[src/rtl/sparc_op2_pkg.sv]
// Shared operand2 select codes, SPARC V8 field constants and the decoded entry
// type exchanged between the decode classifier and the skid FIFO.
package sparc_op2_pkg;

  localparam logic [3:0] IS_SETHI  = 4'b0000;
  localparam logic [3:0] IS_DISP22 = 4'b0100;
  localparam logic [3:0] IS_REG    = 4'b1000;
  localparam logic [3:0] IS_SIMM13 = 4'b1001;
  localparam logic [3:0] IS_SHREG  = 4'b1010;
  localparam logic [3:0] IS_SHIMM  = 4'b1011;

  localparam logic [1:0] OP_FMT2  = 2'b00;
  localparam logic [1:0] OP_CALL  = 2'b01;
  localparam logic [1:0] OP_ARITH = 2'b10;
  localparam logic [1:0] OP_MEM   = 2'b11;

  localparam logic [2:0] OP2_BICC  = 3'b010;
  localparam logic [2:0] OP2_SETHI = 3'b100;
  localparam logic [2:0] OP2_FBFCC = 3'b110;

  localparam logic [5:0] OP3_SLL = 6'b100101;
  localparam logic [5:0] OP3_SRL = 6'b100110;
  localparam logic [5:0] OP3_SRA = 6'b100111;

  // Width of the PC tag held inside an entry.
  localparam int OP2_PC_W = 32;

  typedef struct packed {
    logic [3:0]          is;
    logic [21:0]         imm;
    logic [4:0]          rs2;
    logic [OP2_PC_W-1:0] pc;
    logic                illegal;
  } op2_entry_t;

  localparam op2_entry_t OP2_RESET_ENTRY = '{is: IS_REG, imm: '0, rs2: '0, pc: '0, illegal: 1'b0};

endpackage

[src/rtl/op2_decode.sv]
// Pure combinational classifier: one SPARC V8 instruction word to its
// operand2 select code, immediate, rs2 address and illegal flag.
module op2_decode
  import sparc_op2_pkg::*;
(
  input  logic [31:0]         instr,
  input  logic [OP2_PC_W-1:0] pc,
  output op2_entry_t          entry
);

  logic [1:0] op;
  logic [2:0] op2;
  logic [5:0] op3;
  logic       i_bit;

  assign op    = instr[31:30];
  assign op2   = instr[24:22];
  assign op3   = instr[24:19];
  assign i_bit = instr[13];

  always_comb begin
    entry         = OP2_RESET_ENTRY;
    entry.rs2     = instr[4:0];
    entry.pc      = pc;
    unique case (op)
      OP_FMT2: begin
        if (op2 == OP2_SETHI) begin
          entry.is  = IS_SETHI;
          entry.imm = instr[21:0];
        end else if (op2 == OP2_BICC || op2 == OP2_FBFCC) begin
          entry.is  = IS_DISP22;
          entry.imm = instr[21:0];
        end else begin
          entry.illegal = 1'b1;
        end
      end
      OP_CALL: entry.is = IS_REG;
      OP_ARITH, OP_MEM: begin
        if (op3 == OP3_SLL || op3 == OP3_SRL || op3 == OP3_SRA) begin
          entry.is  = i_bit ? IS_SHIMM : IS_SHREG;
          entry.imm = i_bit ? {17'b0, instr[4:0]} : 22'b0;
        end else begin
          entry.is  = i_bit ? IS_SIMM13 : IS_REG;
          entry.imm = i_bit ? {{9{instr[12]}}, instr[12:0]} : 22'b0;
        end
      end
      default: entry.is = IS_REG;
    endcase
  end

endmodule

[src/rtl/operand2_select_gen.sv]
// Decode-stage operand2 producer: classifies accepted instructions and
// buffers them in a 2-entry skid FIFO with a registered in_ready.
module operand2_select_gen
  import sparc_op2_pkg::*;
#(
  parameter int PC_W  = OP2_PC_W,
  parameter int DEPTH = 2
) (
  input  logic            clk,
  input  logic            rst_n,
  input  logic            in_valid,
  output logic            in_ready,
  input  logic [31:0]     in_instr,
  input  logic [PC_W-1:0] in_pc,
  input  logic            flush,
  output logic            out_valid,
  input  logic            out_ready,
  output logic [3:0]      out_is,
  output logic [21:0]     out_imm,
  output logic [4:0]      out_rs2,
  output logic [PC_W-1:0] out_pc,
  output logic            out_illegal
);

  localparam logic [1:0] FULL = 2'(DEPTH);

  op2_entry_t dec_entry;
  op2_entry_t head_reg, head_next;
  op2_entry_t tail_reg, tail_next;
  logic [1:0] count_reg, count_next;
  logic       in_ready_reg;
  logic       push, pop;

  op2_decode u_decode (
    .instr (in_instr),
    .pc    (OP2_PC_W'(in_pc)),
    .entry (dec_entry)
  );

  assign push = in_valid && in_ready_reg;
  assign pop  = (count_reg != 2'd0) && out_ready;

  // head_reg is the output register; tail_reg only holds the second entry.
  always_comb begin
    head_next  = head_reg;
    tail_next  = tail_reg;
    count_next = count_reg;
    if (flush) begin
      count_next = 2'd0;
    end else if (push && pop) begin
      if (count_reg == 2'd1) begin
        head_next = dec_entry;
      end else begin
        head_next = tail_reg;
        tail_next = dec_entry;
      end
    end else if (push) begin
      if (count_reg == 2'd0) head_next = dec_entry;
      else                   tail_next = dec_entry;
      count_next = count_reg + 2'd1;
    end else if (pop) begin
      if (count_reg == 2'd2) head_next = tail_reg;
      count_next = count_reg - 2'd1;
    end
  end

  always_ff @(posedge clk or negedge rst_n) begin
    if (!rst_n) begin
      count_reg    <= 2'd0;
      in_ready_reg <= 1'b1;
      head_reg     <= OP2_RESET_ENTRY;
      tail_reg     <= OP2_RESET_ENTRY;
    end else begin
      count_reg    <= count_next;
      in_ready_reg <= (count_next != FULL);
      head_reg     <= head_next;
      tail_reg     <= tail_next;
    end
  end

  assign in_ready    = in_ready_reg;
  assign out_valid   = (count_reg != 2'd0);
  assign out_is      = head_reg.is;
  assign out_imm     = head_reg.imm;
  assign out_rs2     = head_reg.rs2;
  assign out_pc      = PC_W'(head_reg.pc);
  assign out_illegal = head_reg.illegal;

endmodule
[config.mk]
export PLATFORM = sky130hd
export DESIGN_NAME = operand2_select_gen
export DESIGN_NICKNAME = d
export VERILOG_FILES = /design/src/rtl/sparc_op2_pkg.sv /design/src/rtl/op2_decode.sv /design/src/rtl/operand2_select_gen.sv
export SDC_FILE = /design/constraint.sdc
export NUM_CORES = 1
export LEC_CHECK = 0
export ABC_AREA = 1
export BUFFER_PORTS_ARGS = -buffer_cell sky130_fd_sc_hd__clkbuf_2
export CAP_MARGIN = 20
export CORE_ASPECT_RATIO = 0.8
export CORE_MARGIN = 2
export CORE_UTILIZATION = 42
export DETAILED_ROUTE_END_ITERATION = 8
export GPL_TIMING_DRIVEN = 0
export PLACE_DENSITY_LB_ADDON = 0.15
export SLEW_MARGIN = 20
export SYNTH_ARGS = -nofsm -noshare
export SYNTH_HDL_FRONTEND = slang
export SYNTH_HIERARCHICAL = 1
export SYNTH_SLANG_ARGS = --single-unit
[constraint.sdc]
create_clock -name clk -period 3.25 [get_ports clk]
set_input_delay 0.1625 -clock clk [delete_from_list [all_inputs] [get_ports clk]]
set_output_delay 0.1625 -clock clk [all_outputs]
set_load 0.01 [all_outputs]
== After elaboration in Yosys (flattened, before gate mapping) ==
Cells that the tools add are included.
Storage, ports and cells
  RAM bits: 0
  input port bits: 69
  output and inout port bits: 66
  flip-flop bits (word level): 131
  memories kept: 0
  word-level logic and storage cells: 71
  latch bits: 0
  ROM bits: 0
Cells by class
  reductions and logical operators: 15
  bitwise operators: 1
  $lt $le $gt $ge: 0
  $mul: 0
  shift-type cells: 0
  eq/ne operators: 15
  $add $sub $neg: 2
  divide/modulo/power cells: 0
  multiplexer cells: 26
Operators by type and width (number)
  $mux W64: 10
  $mux W26: 3
  $pmux W22 S2: 1
  $mux W22: 1
  $eq A6 B6 Y1 const B: 3
  $pmux W4 S3: 1
  $mux W2: 4
  $reduce_and A4 Y1: 2
  $eq A2 B2 Y1 const B: 3
  $eq A3 B3 Y1 const B: 2
  $ne A2 B2 Y1 const B: 3
  $reduce_bool A3 Y1: 2
  $mux W1: 5
  $mux W5: 1
  $eq A2 B1 Y1 const B: 2
  $logic_not A2 Y1: 2
  $reduce_bool A2 Y1: 2
  $eq A3 B2 Y1 const B: 1
  $logic_and A1 B1 Y1: 3
  $logic_or A1 B1 Y1: 3
  $ne A3 B1 Y1 const B: 1
  $add A2 B1 Y2 const B: 1
  $reduce_or A2 Y1: 1
  $sub A2 B1 Y2 const B: 1
  $not A1 Y1: 1

== Longest topological paths before layout ==
  depth after elaboration: 8
  depth in mapped cells: 14

== Cells and area by module ==
Netlist, hierarchy kept.
By module, submodules not included
  operand2_select_gen: area an instance 7659.8 µm², sequential area each 3281.9 µm², instances 1, cells an instance 1206
  op2_decode: area an instance 942.2 µm², sequential area each 0.0 µm², instances 1, cells an instance 179

== Worst setup path after synthesis ==
No wires, ideal clock.
  kind: register to register
  from: register count_reg[0]
  to: register head_reg, in the netlist out_illegal
  required time: 3.185 ns
  clock period less this slack: 1.587 ns
  arrival time: 1.522 ns
  slack: 1.663 ns
  library setup time: 0.065 ns
  cell stages (with the launch flop): 12
  cell sequence: dfrtp_1 -> inv_1 -> ha_1 -> inv_1 -> nand2_1 -> nor2_1 -> buf_2 -> buf_2 -> nand2_1 -> nand2_1 -> nand2_1 -> nand2_1
On the way
  cells in the longest elaborated chain, start to end: 5
  elaborated cells on any way between the ends: 12
RTL lines
  start: declaration: line operand2_select_gen.sv:30  | logic [1:0] count_reg, count_next;
  start signal: assignment: line operand2_select_gen.sv:74  | count_reg <= count_next;
  $reduce_bool A2 Y1 (*)
  net out_valid: line operand2_select_gen.sv:16  | output logic out_valid,
  $logic_and A1 B1 Y1 (*): line operand2_select_gen.sv:41  | assign pop = (count_reg != 2'd0) && out_ready;
  $logic_and A1 B1 Y1: line operand2_select_gen.sv:50  | end else if (push && pop) begin
  $ne A3 B1 Y1 (no line) / $reduce_bool A3 Y1 (equally long branches)
  $reduce_and A4 Y1 (no line)
  end signal: assignment: line operand2_select_gen.sv:76  | head_reg <= head_next;
  end: declaration: line operand2_select_gen.sv:28  | op2_entry_t head_reg, head_next;
The timed path passes the listed nets; every way through them passes the cells marked *.
A chain may end at the register's enable or synchronous reset.

== Final worst setup path ==
  from: register count_reg[1]
  to: register tail_reg[28] (netlist bit)
On the way
  cells in the longest elaborated chain, start to end: 5
  elaborated cells on any way between the ends: 10
RTL lines
  $reduce_bool A2 Y1: line operand2_select_gen.sv:41
  $logic_and A1 B1 Y1: line operand2_select_gen.sv:41
  $logic_and A1 B1 Y1: line operand2_select_gen.sv:50
  $ne A2 B2 Y1 (no line) / $reduce_bool A2 Y1 (equally long branches)
  $reduce_and A4 Y1 (no line)
  end signal: assignment: line operand2_select_gen.sv:77  | tail_reg <= tail_next;
  end: declaration: line operand2_select_gen.sv:29  | op2_entry_t tail_reg, tail_next;
Several ways; a longest one is shown, not always the timed one.

==> results.py <==
metrics = {
    "floorplan": {
        "die_h_um": 132,
        "pin_count": 135,
        "dieArea_mm2": 0.0216,
        "coreArea_mm2": 0.0200,
        "fp.dieW_um": 164,
        "num_rows": 46,
        "start_util_pct": 43.1,
    },
    "sta": {
        "tightest_slew_ns": 0.646,
        "relSlewSlack_pct": 56.9,
        "drv_slew": 0,
        "finalSetupViolCount": 0,
        "fin_skew_ns": 0.00807,
        "maxClockFrequency_mhz": 467,
        "holdWs_ns": 0.0149,
        "fin_crit_ns": 2.14,
        "fin_crit_sh_pct": 65.9,
        "tns_ns": 0,
        "finalHoldViolCount": 0,
        "rsz0062_at_grt": "no",
    },
    "final_layout": {
        "fin_cells": 1781,
        "largest_reg_flops": 64,
        "final_cell_area_mm2": 0.0101,
        "layout-drive-gt1-share_pct": 15.2,
        "diodes": 0,
        "syn_to_final_growth_pct": 17.8,
        "finalNetCount": 1576,
    },
    "yosys": {
        "synth_most_common_cell": "nand2_1",
        "synth.net_count": 1457,
        "netlist.area_leader.share_pct": 37.2,
        "synthesis.instances": 1385,
        "ys_types": 24,
        "synth_seq_cells": 131,
        "synth_flop_cell": "dfrtp_1",
        "yosys-top-cells-area": "dfrtp_1 (37%), nand2_1 (32%), o21ai_0 (7.4%)",
        "async_reset_ff_share_pct": 100,
        "synthesis.area_mm2": 0.00860,
        "synth_commonest_cells": "nand2_1 (727), inv_1 (147), dfrtp_1 (128), o21ai_0 (128), nand3_1 (100)",
        "yosysTopAreaCell": "dfrtp_1",
        "synth-edff-count": 0,
        "synth.avg_cell_area_um2": 6.21,
        "ys_warn_count": 6,
        "seq_area_frac_synth_pct": 38.2,
    },
    "clock_tree": {
        "clk_path_buf_depth": 2,
        "clkTransAtPathRegs_ns": 0.06,
        "cts-buffers-inserted": 17,
        "clock_sinks": 131,
        "clk_latency_ns": 0.42,
        "htreeDepth": 4,
        "cts_tree": "done",
        "post_cts.repair.setup_buffers": 0,
        "cts_root_buffer": "clkbuf_16",
    },
    "worst_hold_path": {
        "hold_path_end": "tail_reg[23]",
        "min-delay-start": "in_pc[22]",
        "min_path_cells": 3,
        "hold_path.class": "input pin to flip-flop",
    },
    "global_route": {
        "overflow": 0,
        "grt_first_pass_wirelength_um": 41700,
        "grt_pass1_vias": 8082,
        "grt_usage_pct": 24.0,
        "antenna_found_initial": 0,
        "grt_max_degree": 68,
    },
    "setup_path": {
        "r2r_start": "count_reg[1]",
        "cpPeakStageDelay_ns": 0.52,
        "crit_type": "flip-flop to flip-flop",
        "worstSetupEndpointType": "flip-flop",
        "cp_max_fo": 10,
        "cp-start-kind": "flip-flop",
        "r2r.worst_path.cells": 9,
        "worstPathArrival_ns": 2.46,
        "cp_top_family": "buffers and inverters",
        "reg2reg_slack_ns": 1.11,
        "cp.required_ns": 3.57,
        "worstPathCellList": "inv_1, ha_1, buf_4, a21oi_1, nand3_1, buf_2, clkbuf_1, nand2_1, o21ai_0",
        "cpMaxStageDelayCell": "clkbuf_1",
        "r2r_end": "tail_reg[28]",
        "critPathBufInv": 4,
    },
    "power_and_ir_drop": {
        "p_leak_nw": 5.85,
        "power.density_mw_per_mm2": 747,
        "irDropWorstVdd_uv": 311,
    },
    "placement": {
        "io_buffers": 97,
        "dp_hpwl_um": 17900,
        "placed_area_mm2": 0.00945,
        "routabilityCongestion": 0.857,
        "place_inst": 1747,
    },
    "drt": {
        "ant_nets": 0,
        "viasPerCell": 4.87,
        "post_drt_wl_per_cell_um": 14.3,
        "drc": 0,
        "num_vias": 8675,
        "drt_iter0_drc": 710,
        "first_pass_iters": 5,
        "finalWirelength_um": 25500,
    },
    "outcome": {
        "outcome": "finished clean",
    },
    "job": {
        "max_cap_violations": 0,
    },
}
-- cells by family (layout without fill, tap and decap cells) --
kind of cell             after synthesis  count (layout)  synth area share, %
AO/OA/AOI/OAI                        131             131                 7.80
adder cells (fa/ha/maj)                3               3                0.436
buffers and inverters                273             405                 14.6
flip-flops                           131             131                 38.2
AND/OR/NAND/NOR                      847             847                 39.0
-- worst max path at each step --
stage,to,slack [ns],depth (start not counted),from
global placement,tail_reg[19],-0.36,1,rst_n
CTS,tail_reg[28],1.13,9,count_reg[1]
floorplan,out_illegal,1.66,11,count_reg[0]
global route,tail_reg[52],0.91,9,count_reg[1]
finish,tail_reg[28],1.11,9,count_reg[1]
detailed placement,tail_reg[28],1.15,9,count_reg[1]
-- worst min-delay path, cell delays in order --
cell	delay, ns
buf_4	0.12
inv_1	0.04
o21ai_0	0.07
-- where the power goes --
group	leakage [nW]	internal [mW]	total [mW]	switching, mW
registers	1.69	2.30	2.74	0.443
logic	3.84	0.978	2.65	1.67
clock network	0.317	1.41	2.18	0.770
total	5.85	4.68	7.57	2.88
-- stage by stage --
step / util (%) / setup WS (ns) / power [mW]
after floorplan: - / 1.66 / 4.45
after global placement: 47.2 / -0.359 / 5.33
after detailed placement: 47.3 / 1.15 / 5.40
after CTS: 50.7 / 1.13 / 7.61
after global routing: 50.7 / 0.908 / 8.17
final: 50.7 / 1.11 / 7.57
-- layout make-up --
cell class	instances	area, um2
Buffer	120	677
Clock buffer	20	457
Multi-Input combinational cell	981	4070
Inverter	153	577
Fill cell	2097	9840
Clock inverter	12	201
Tap cell	264	330
Sequential cell	131	3280
Timing Repair Buffer	100	542
-- layout by cell type, fill, tap and decap left out, types with 4 or more instances in the layout --
master and count:
nor2_1 11, inv_1 147, nand2_1 727, o21ai_0 128, buf_1 8, buf_2 40
bufinv_16 5, clkbuf_2 96, nand3_1 100, clkbuf_16 17, buf_4 39, buf_6 4
dfrtp_1 128, inv_2 5, clkbuf_1 30
-- per-layer routing --
metal	track usage (%)	vias to the layer above	wire length [um]
met3	4.09	28	1530
met1	36.1	3977	12800
met4	6.63	0	413
met2	35.2	277	10800
li1	-	4393	-
met5	0	-	0
-- timing repair --
action                    CTS  global route
gates resized for setup     0             0
hold endpoints to repair   65             0
hold buffers                2             0
(Power assumes the default switching activity.)
